### src/rtl/traffic_lights_multi.sv
// traffic_lights_multi: N-channel traffic light controller with a shared, channel-addressed command port.
// Ports:
//   clk_2k_i    - 2 kHz clock; 1 ms = 2 ticks
//   srst_n_i    - synchronous active-low reset (registered once before use)
//   cmd_type_i  - 0 ON, 1 OFF, 2 UNCONTROLLED, 3 SET_GREEN, 4 SET_RED, 5 SET_YELLOW, 6/7 ignored
//   cmd_valid_i - one-cycle command strobe
//   cmd_chan_i  - target channel index; indices >= CHANNELS are dropped
//   cmd_data_i  - duration in ms for SET_* commands (0 ignored)
//   red_o/yellow_o/green_o - registered per-channel lamps
// Optional build macro TRAFFIC_LIGHTS_BROADCAST_EN: channel 4'hF addresses every channel at once
// and clears all channel timers together so the channels run phase-aligned (CHANNELS <= 15).
module traffic_lights_multi #(
  parameter int CHANNELS              = 2,
  parameter int BLINK_HALF_PERIOD_MS  = 1000,
  parameter int BLINK_GREEN_TIME_TICK = 5,
  parameter int RED_YELLOW_MS         = 2000,
  parameter int DEFAULT_RED_MS        = 5000,
  parameter int DEFAULT_YELLOW_MS     = 2000,
  parameter int DEFAULT_GREEN_MS      = 5000
) (
  input  logic                clk_2k_i,
  input  logic                srst_n_i,
  input  logic [2:0]          cmd_type_i,
  input  logic                cmd_valid_i,
  input  logic [3:0]          cmd_chan_i,
  input  logic [15:0]         cmd_data_i,
  output logic [CHANNELS-1:0] red_o,
  output logic [CHANNELS-1:0] yellow_o,
  output logic [CHANNELS-1:0] green_o
);
  localparam logic [2:0] S_OFF = 3'd0;
  localparam logic [2:0] S_RED = 3'd1;
  localparam logic [2:0] S_RY  = 3'd2;
  localparam logic [2:0] S_GRN = 3'd3;
  localparam logic [2:0] S_GBL = 3'd4;
  localparam logic [2:0] S_YEL = 3'd5;
  localparam logic [2:0] S_UNC = 3'd6;
  localparam logic [2:0] C_ON  = 3'd0;
  localparam logic [2:0] C_OFF = 3'd1;
  localparam logic [2:0] C_UNC = 3'd2;
  localparam logic [2:0] C_SG  = 3'd3;
  localparam logic [2:0] C_SR  = 3'd4;
  localparam logic [2:0] C_SY  = 3'd5;
  localparam logic [16:0] HALF_T = 17'(2 * BLINK_HALF_PERIOD_MS);
  localparam logic [16:0] PER_T  = 17'(4 * BLINK_HALF_PERIOD_MS);
  localparam logic [16:0] RY_T   = 17'(2 * RED_YELLOW_MS);
  localparam logic [16:0] GBL_T  = 17'(4 * BLINK_GREEN_TIME_TICK * BLINK_HALF_PERIOD_MS);
  logic        rst_n_q;
  logic [2:0]  cmd_type_q;
  logic        cmd_valid_q;
  logic [3:0]  cmd_chan_q;
  logic [15:0] cmd_data_q;
  logic [CHANNELS-1:0] red_d, yellow_d, green_d;
  logic [CHANNELS-1:0] red_q, yellow_q, green_q;
  logic bcast;
  always_ff @(posedge clk_2k_i) begin
    rst_n_q     <= srst_n_i;
    cmd_type_q  <= cmd_type_i;
    cmd_valid_q <= cmd_valid_i;
    cmd_chan_q  <= cmd_chan_i;
    cmd_data_q  <= cmd_data_i;
  end
`ifdef TRAFFIC_LIGHTS_BROADCAST_EN
  assign bcast = cmd_valid_q && cmd_chan_q == 4'hF;
  if (CHANNELS > 15) begin : g_bad_cfg
    $error("CHANNELS must be <= 15 when broadcast is enabled");
  end
`else
  assign bcast = 1'b0;
`endif
  for (genvar c = 0; c < CHANNELS; c++) begin : g_ch
    logic [2:0]  st_q, st_d, nxt;
    logic [16:0] tmr_q, tmr_d, blk_q, blk_d, dur;
    logic [15:0] red_ms_q, red_ms_d, ylw_ms_q, ylw_ms_d, grn_ms_q, grn_ms_d;
    logic        hit, cyc_st, expire, clr;
    assign hit = bcast || (cmd_valid_q && cmd_chan_q == 4'(c));
    always_comb begin
      dur = 17'd0;
      nxt = S_RED;
      case (st_q)
        S_RED: begin dur = {red_ms_q, 1'b0}; nxt = S_RY;  end
        S_RY:  begin dur = RY_T;             nxt = S_GRN; end
        S_GRN: begin dur = {grn_ms_q, 1'b0}; nxt = S_GBL; end
        S_GBL: begin dur = GBL_T;            nxt = S_YEL; end
        S_YEL: begin dur = {ylw_ms_q, 1'b0}; nxt = S_RED; end
        default: ;
      endcase
    end
    // OFF and UNCONTROLLED have no duration, so they never expire and hold the timer at 0
    assign cyc_st = dur != 17'd0;
    assign expire = cyc_st && tmr_q == dur - 17'd1;
    always_comb begin
      st_d     = expire ? nxt : st_q;
      red_ms_d = red_ms_q;
      ylw_ms_d = ylw_ms_q;
      grn_ms_d = grn_ms_q;
      clr      = expire;
      if (hit) begin
        case (cmd_type_q)
          C_ON:  if (st_q == S_OFF || st_q == S_UNC) begin st_d = S_RED; clr = 1'b1; end
          C_OFF: begin st_d = S_OFF; clr = 1'b1; end
          C_UNC: begin st_d = S_UNC; clr = 1'b1; end
          C_SG:  if (st_q == S_UNC && cmd_data_q != 16'd0) grn_ms_d = cmd_data_q;
          C_SR:  if (st_q == S_UNC && cmd_data_q != 16'd0) red_ms_d = cmd_data_q;
          C_SY:  if (st_q == S_UNC && cmd_data_q != 16'd0) ylw_ms_d = cmd_data_q;
          default: ;
        endcase
        clr = clr || bcast;
      end
      tmr_d = (clr || !cyc_st) ? 17'd0 : tmr_q + 17'd1;
      // Blink phase restarts at every state entry, so each blink starts with the lamp on
      blk_d = (clr || blk_q == PER_T - 17'd1) ? 17'd0 : blk_q + 17'd1;
    end
    always_ff @(posedge clk_2k_i) begin
      if (!rst_n_q) begin
        st_q     <= S_RED;
        tmr_q    <= 17'd0;
        blk_q    <= 17'd0;
        red_ms_q <= 16'(DEFAULT_RED_MS);
        ylw_ms_q <= 16'(DEFAULT_YELLOW_MS);
        grn_ms_q <= 16'(DEFAULT_GREEN_MS);
      end else begin
        st_q     <= st_d;
        tmr_q    <= tmr_d;
        blk_q    <= blk_d;
        red_ms_q <= red_ms_d;
        ylw_ms_q <= ylw_ms_d;
        grn_ms_q <= grn_ms_d;
      end
    end
    assign red_d[c]    = st_q == S_RED || st_q == S_RY;
    assign yellow_d[c] = st_q == S_RY || st_q == S_YEL || (st_q == S_UNC && blk_q < HALF_T);
    assign green_d[c]  = st_q == S_GRN || (st_q == S_GBL && blk_q < HALF_T);
  end
  always_ff @(posedge clk_2k_i) begin
    if (!rst_n_q) begin
      red_q    <= '0;
      yellow_q <= '0;
      green_q  <= '0;
    end else begin
      red_q    <= red_d;
      yellow_q <= yellow_d;
      green_q  <= green_d;
    end
  end
  assign red_o    = red_q;
  assign yellow_o = yellow_q;
  assign green_o  = green_q;
endmodule

### config.mk
export PLATFORM = sky130hd
export DESIGN_NAME = traffic_lights_multi
export DESIGN_NICKNAME = d
export VERILOG_FILES = /design/src/rtl/traffic_lights_multi.sv
export SDC_FILE = /design/constraint.sdc
export NUM_CORES = 1
export LEC_CHECK = 0
export BUFFER_PORTS_ARGS = -buffer_cell sky130_fd_sc_hd__buf_4
export CAP_MARGIN = 20
export CORE_ASPECT_RATIO = 0.7
export CORE_MARGIN = 1
export CORE_UTILIZATION = 55
export CTS_CLUSTER_DIAMETER = 60
export DETAILED_ROUTE_END_ITERATION = 6
export PLACE_DENSITY = 0.72
export RECOVER_POWER = 100
export SLEW_MARGIN = 5
export SYNTH_ARGS = -nofsm -noshare
export SYNTH_HDL_FRONTEND = slang
export SYNTH_SLANG_ARGS = --single-unit
### constraint.sdc
create_clock -name clk_2k_i -period 4 [get_ports clk_2k_i]
set_input_delay 0.6 -clock clk_2k_i [delete_from_list [all_inputs] [get_ports clk_2k_i]]
set_output_delay 0.6 -clock clk_2k_i [all_outputs]
set_load 0.005 [all_outputs]
==> metrics.txt <==
status=finished, violations left; failing checks=capacitance limit, slew limit; CP most frequent cell=nor2_1; most frequent cells in the layout=dfxtp_1, nor2_1, mux2i_1, nand2_1; initial DRC count=651; fin crit share=approximately 94%; # rows=40; Setup Crit Path Kind=reg -> reg; Cells on Worst Hold Path=1; Finish-stage setup viols=0; Design Power=4100 uW; CTS tree=yes; nets=between 1,000 and 1,500; CTS Hold Bufs=0; Vias/cell=5.67; grt total ovfl=0; Placement Setup Slack=approximately 170 ps; CP startpoint=g_ch[0].st_q[1]; DRC=0; post-route ant nets=0; PwrDens=373 nW/um^2; Slew Viols, Final=41; Leakage=0.00428 uW; Worst path top cell family by delay=compound AO/OA/AOI/OAI gates; predominant post-synthesis flop cell=dfxtp_1; initial antenna violation count=0; Max Clock Skew=19.7 ps; GRT Overall Usage=between 20 and 25%; WL final=22,300 microns; HPWL Detailed=16,100 microns; PnR worst setup slack=241 ps; post-synthesis sequential area ratio=40.8%; die area=18,500 sq um; WP buf/inv=2; synthesized cell area=9860 sq um; worst-path cell chain=mux2_1 -> a32o_1 -> inv_1 -> ha_1 -> nand3_1 -> or4_1 -> a211oi_1 -> o2111a_1 -> nor2_1 -> o31ai_2 -> buf_4 -> nor2_1; antenna cells=0; # Max-Cap Violations=1; worst-path fanout max=10; crit end category=flop; VDD IR-drop max=0.000410 V; Root Buffer=clkbuf_16; Slowest cell on crit path=dfxtp_1; Vias=7,696; Routed WL per cell=16.4 microns; r2r worst-path depth=12; worst min-delay path class=in -> reg; commonest non-fill, non-tap cell in the layout=dfxtp_1; first-pass GRT wire length=36,900 microns; Initial Util=56.8%; RR Startpoint=g_ch[0].st_q[1]; Final min period=3760 ps; core area=between 15,000 and 20,000 sq um; Crit. path cell count=12; Die X=162 microns; Worst-path clk slew=60 ps; RSZ-0062 raised after global routing=no; Clock Path Buffers=3; cts bufs inserted=20; Hold Crit Start=cmd_type_i[0]; Worst Path Required=4370 ps; Syn Nets=1,120; PortBufs=31; number of synthesis warnings=0; height of the die=114 microns; Skew-Pair Late Insertion Delay=490 ps; Area Overhead vs Synth=11.2%; largest net degree at the start of global routing=69; Post-synth EDFFs=0; maximum clock rate=266 MHz; vias in the first global route=7,088; I/O pin count=32; Cells after Synth=1,086; clock sinks=201; syn_area_per_cell=9.08 sq um; CP max stage delay=slightly below 600 ps; Slew headroom=-34.4%; Final Hold Viols=0; gpl congestion=0.903; worst slew pin tran=~2000 ps; first drt pass iteration count=5; synthesis-stage register bit count=around 200; Setup TNS Final=0 ps; CP Launch Type=flop; post-synth cell types=91; ys async rst share=0%; share of cells above drive strength 1=between 10% and 20%; Arrival @ worst endpoint=just over 4000 ps; H-tree levels=1
## final timing paths
path	end	slack, ps
max	g_ch[0].tmr_q[16]	240
min	cmd_type_q[0]	230
max reg2reg	g_ch[0].tmr_q[16]	240
min reg2reg	g_ch[0].blk_q[0]	460
## through the flow
stage	hold slack [ps]	std cells	utilization [%]	cell area, sq um
6_report	231	1357	63.2	11000
5_1_grt	218	1357	63.2	11000
4_1_cts	192	1356	63.4	11000
3_5_place_dp	451	1323	59.5	10300
3_3_place_gp	450	1323	59.5	10300
2_1_floorplan	430	1086	-	9860
## flip-flops by register name (all words and copies together) (netlist names)
name and cells:
rst_n_q 1, g_ch.tmr_q 34, g_ch.ylw_ms_q 32, g_ch.st_q 6
cmd_type_q 3, yellow_o 2, cmd_valid_q 1, g_ch.blk_q 34
red_o 2, cmd_data_q 16, g_ch.red_ms_q 32, g_ch.grn_ms_q 32
cmd_chan_q 4, green_o 2
## repair_timing
action,4_1_cts,5_1_grt
resized for setup,0,4
setup buffers,0,0
setup endpoints to repair,0,47
## cell usage after synthesis (3+ instances only)
| cell type | n | area share, % |
|---|---|---|
| dfxtp_1 | 201 | 41 |
| nor2_1 | 176 | 6.7 |
| mux2i_1 | 112 | 11 |
| nand2_1 | 98 | 3.7 |
| xnor2_1 | 47 | 4.2 |
| xor2_1 | 47 | 4.2 |
| nand3_1 | 42 | 2.1 |
| clkbuf_1 | 25 | 0.95 |
| o21ai_0 | 23 | 1.2 |
| inv_1 | 22 | 0.84 |
| nand4_1 | 21 | 1.3 |
| nor3_1 | 20 | 1.0 |
| and3_1 | 19 | 1.2 |
| nor2b_1 | 17 | 1.1 |
| buf_2 | 12 | 0.61 |
| or3_1 | 12 | 0.76 |
| a21oi_1 | 11 | 0.56 |
| nand2b_1 | 11 | 0.70 |
| nor4_1 | 9 | 0.57 |
| ha_1 | 8 | 1.0 |
| nor2_4 | 8 | 0.91 |
| o22ai_1 | 8 | 0.51 |
| a2bb2oi_1 | 7 | 0.62 |
| o211ai_1 | 6 | 0.46 |
| a32o_1 | 5 | 0.51 |
| a32oi_1 | 5 | 0.44 |
| mux2_1 | 5 | 0.57 |
| o21a_1 | 5 | 0.38 |
| o2bb2ai_1 | 5 | 0.44 |
| a31oi_1 | 4 | 0.25 |
| buf_4 | 4 | 0.30 |
| buf_6 | 4 | 0.46 |
| nand4b_1 | 4 | 0.36 |
| nor4b_1 | 3 | 0.27 |
| nor4bb_1 | 3 | 0.30 |
| o22ai_2 | 3 | 0.38 |
| o31ai_1 | 3 | 0.23 |
| o41ai_1 | 3 | 0.27 |
## cells by family (layout without fill, tap and decap cells)
| kind of cell | after synthesis | in the layout | share of synthesized area (%) |
|---|---|---|---|
| adders and majority gates | 8 | 8 | 1.01 |
| DFF | 201 | 201 | 40.8 |
| muxes | 119 | 119 | 12.2 |
| AOI/OAI and AO/OA | 120 | 120 | 9.76 |
| and+or+nand+nor | 470 | 470 | 23.7 |
| buffers and inverters | 71 | 111 | 3.48 |
| xor gates and xnor gates | 97 | 97 | 9.04 |
## routing by layer
| layer | vias to the layer above | track usage, % | wire [microns] |
|---|---|---|---|
| met2 | 228 | 34.6 | 8530 |
| met4 | 0 | 4.84 | 329 |
| met5 | - | 0 | 0 |
| met1 | 3605 | 39.1 | 11900 |
| li1 | 3841 | - | - |
| met3 | 22 | 4.47 | 1500 |
## where the power goes
group          switching, uW  internal, uW
Clock                    754          1160
Combinational           65.8          47.0
Sequential              41.2          2030
## worst register-to-register path, delay by kind of cell (launching register included)
kind,cells,cell delay [ps]
AOI/OAI and AO/OA,4,1020
adders and majority gates,1,270
buffers and inverters,2,430
DFF,1,580
muxes,1,380
and+or+nand+nor,4,940
## final cells by class
cell class	instances	area [sq um]
fill	1502	6400
multi-input combinational	814	5480
sequential	201	4030
clock buffer	30	639
timing repair buffer	54	400
tap	231	289
inverter	24	90.1
clock inverter	3	42.5
Note: power is estimated with default switching activity, not from simulation.
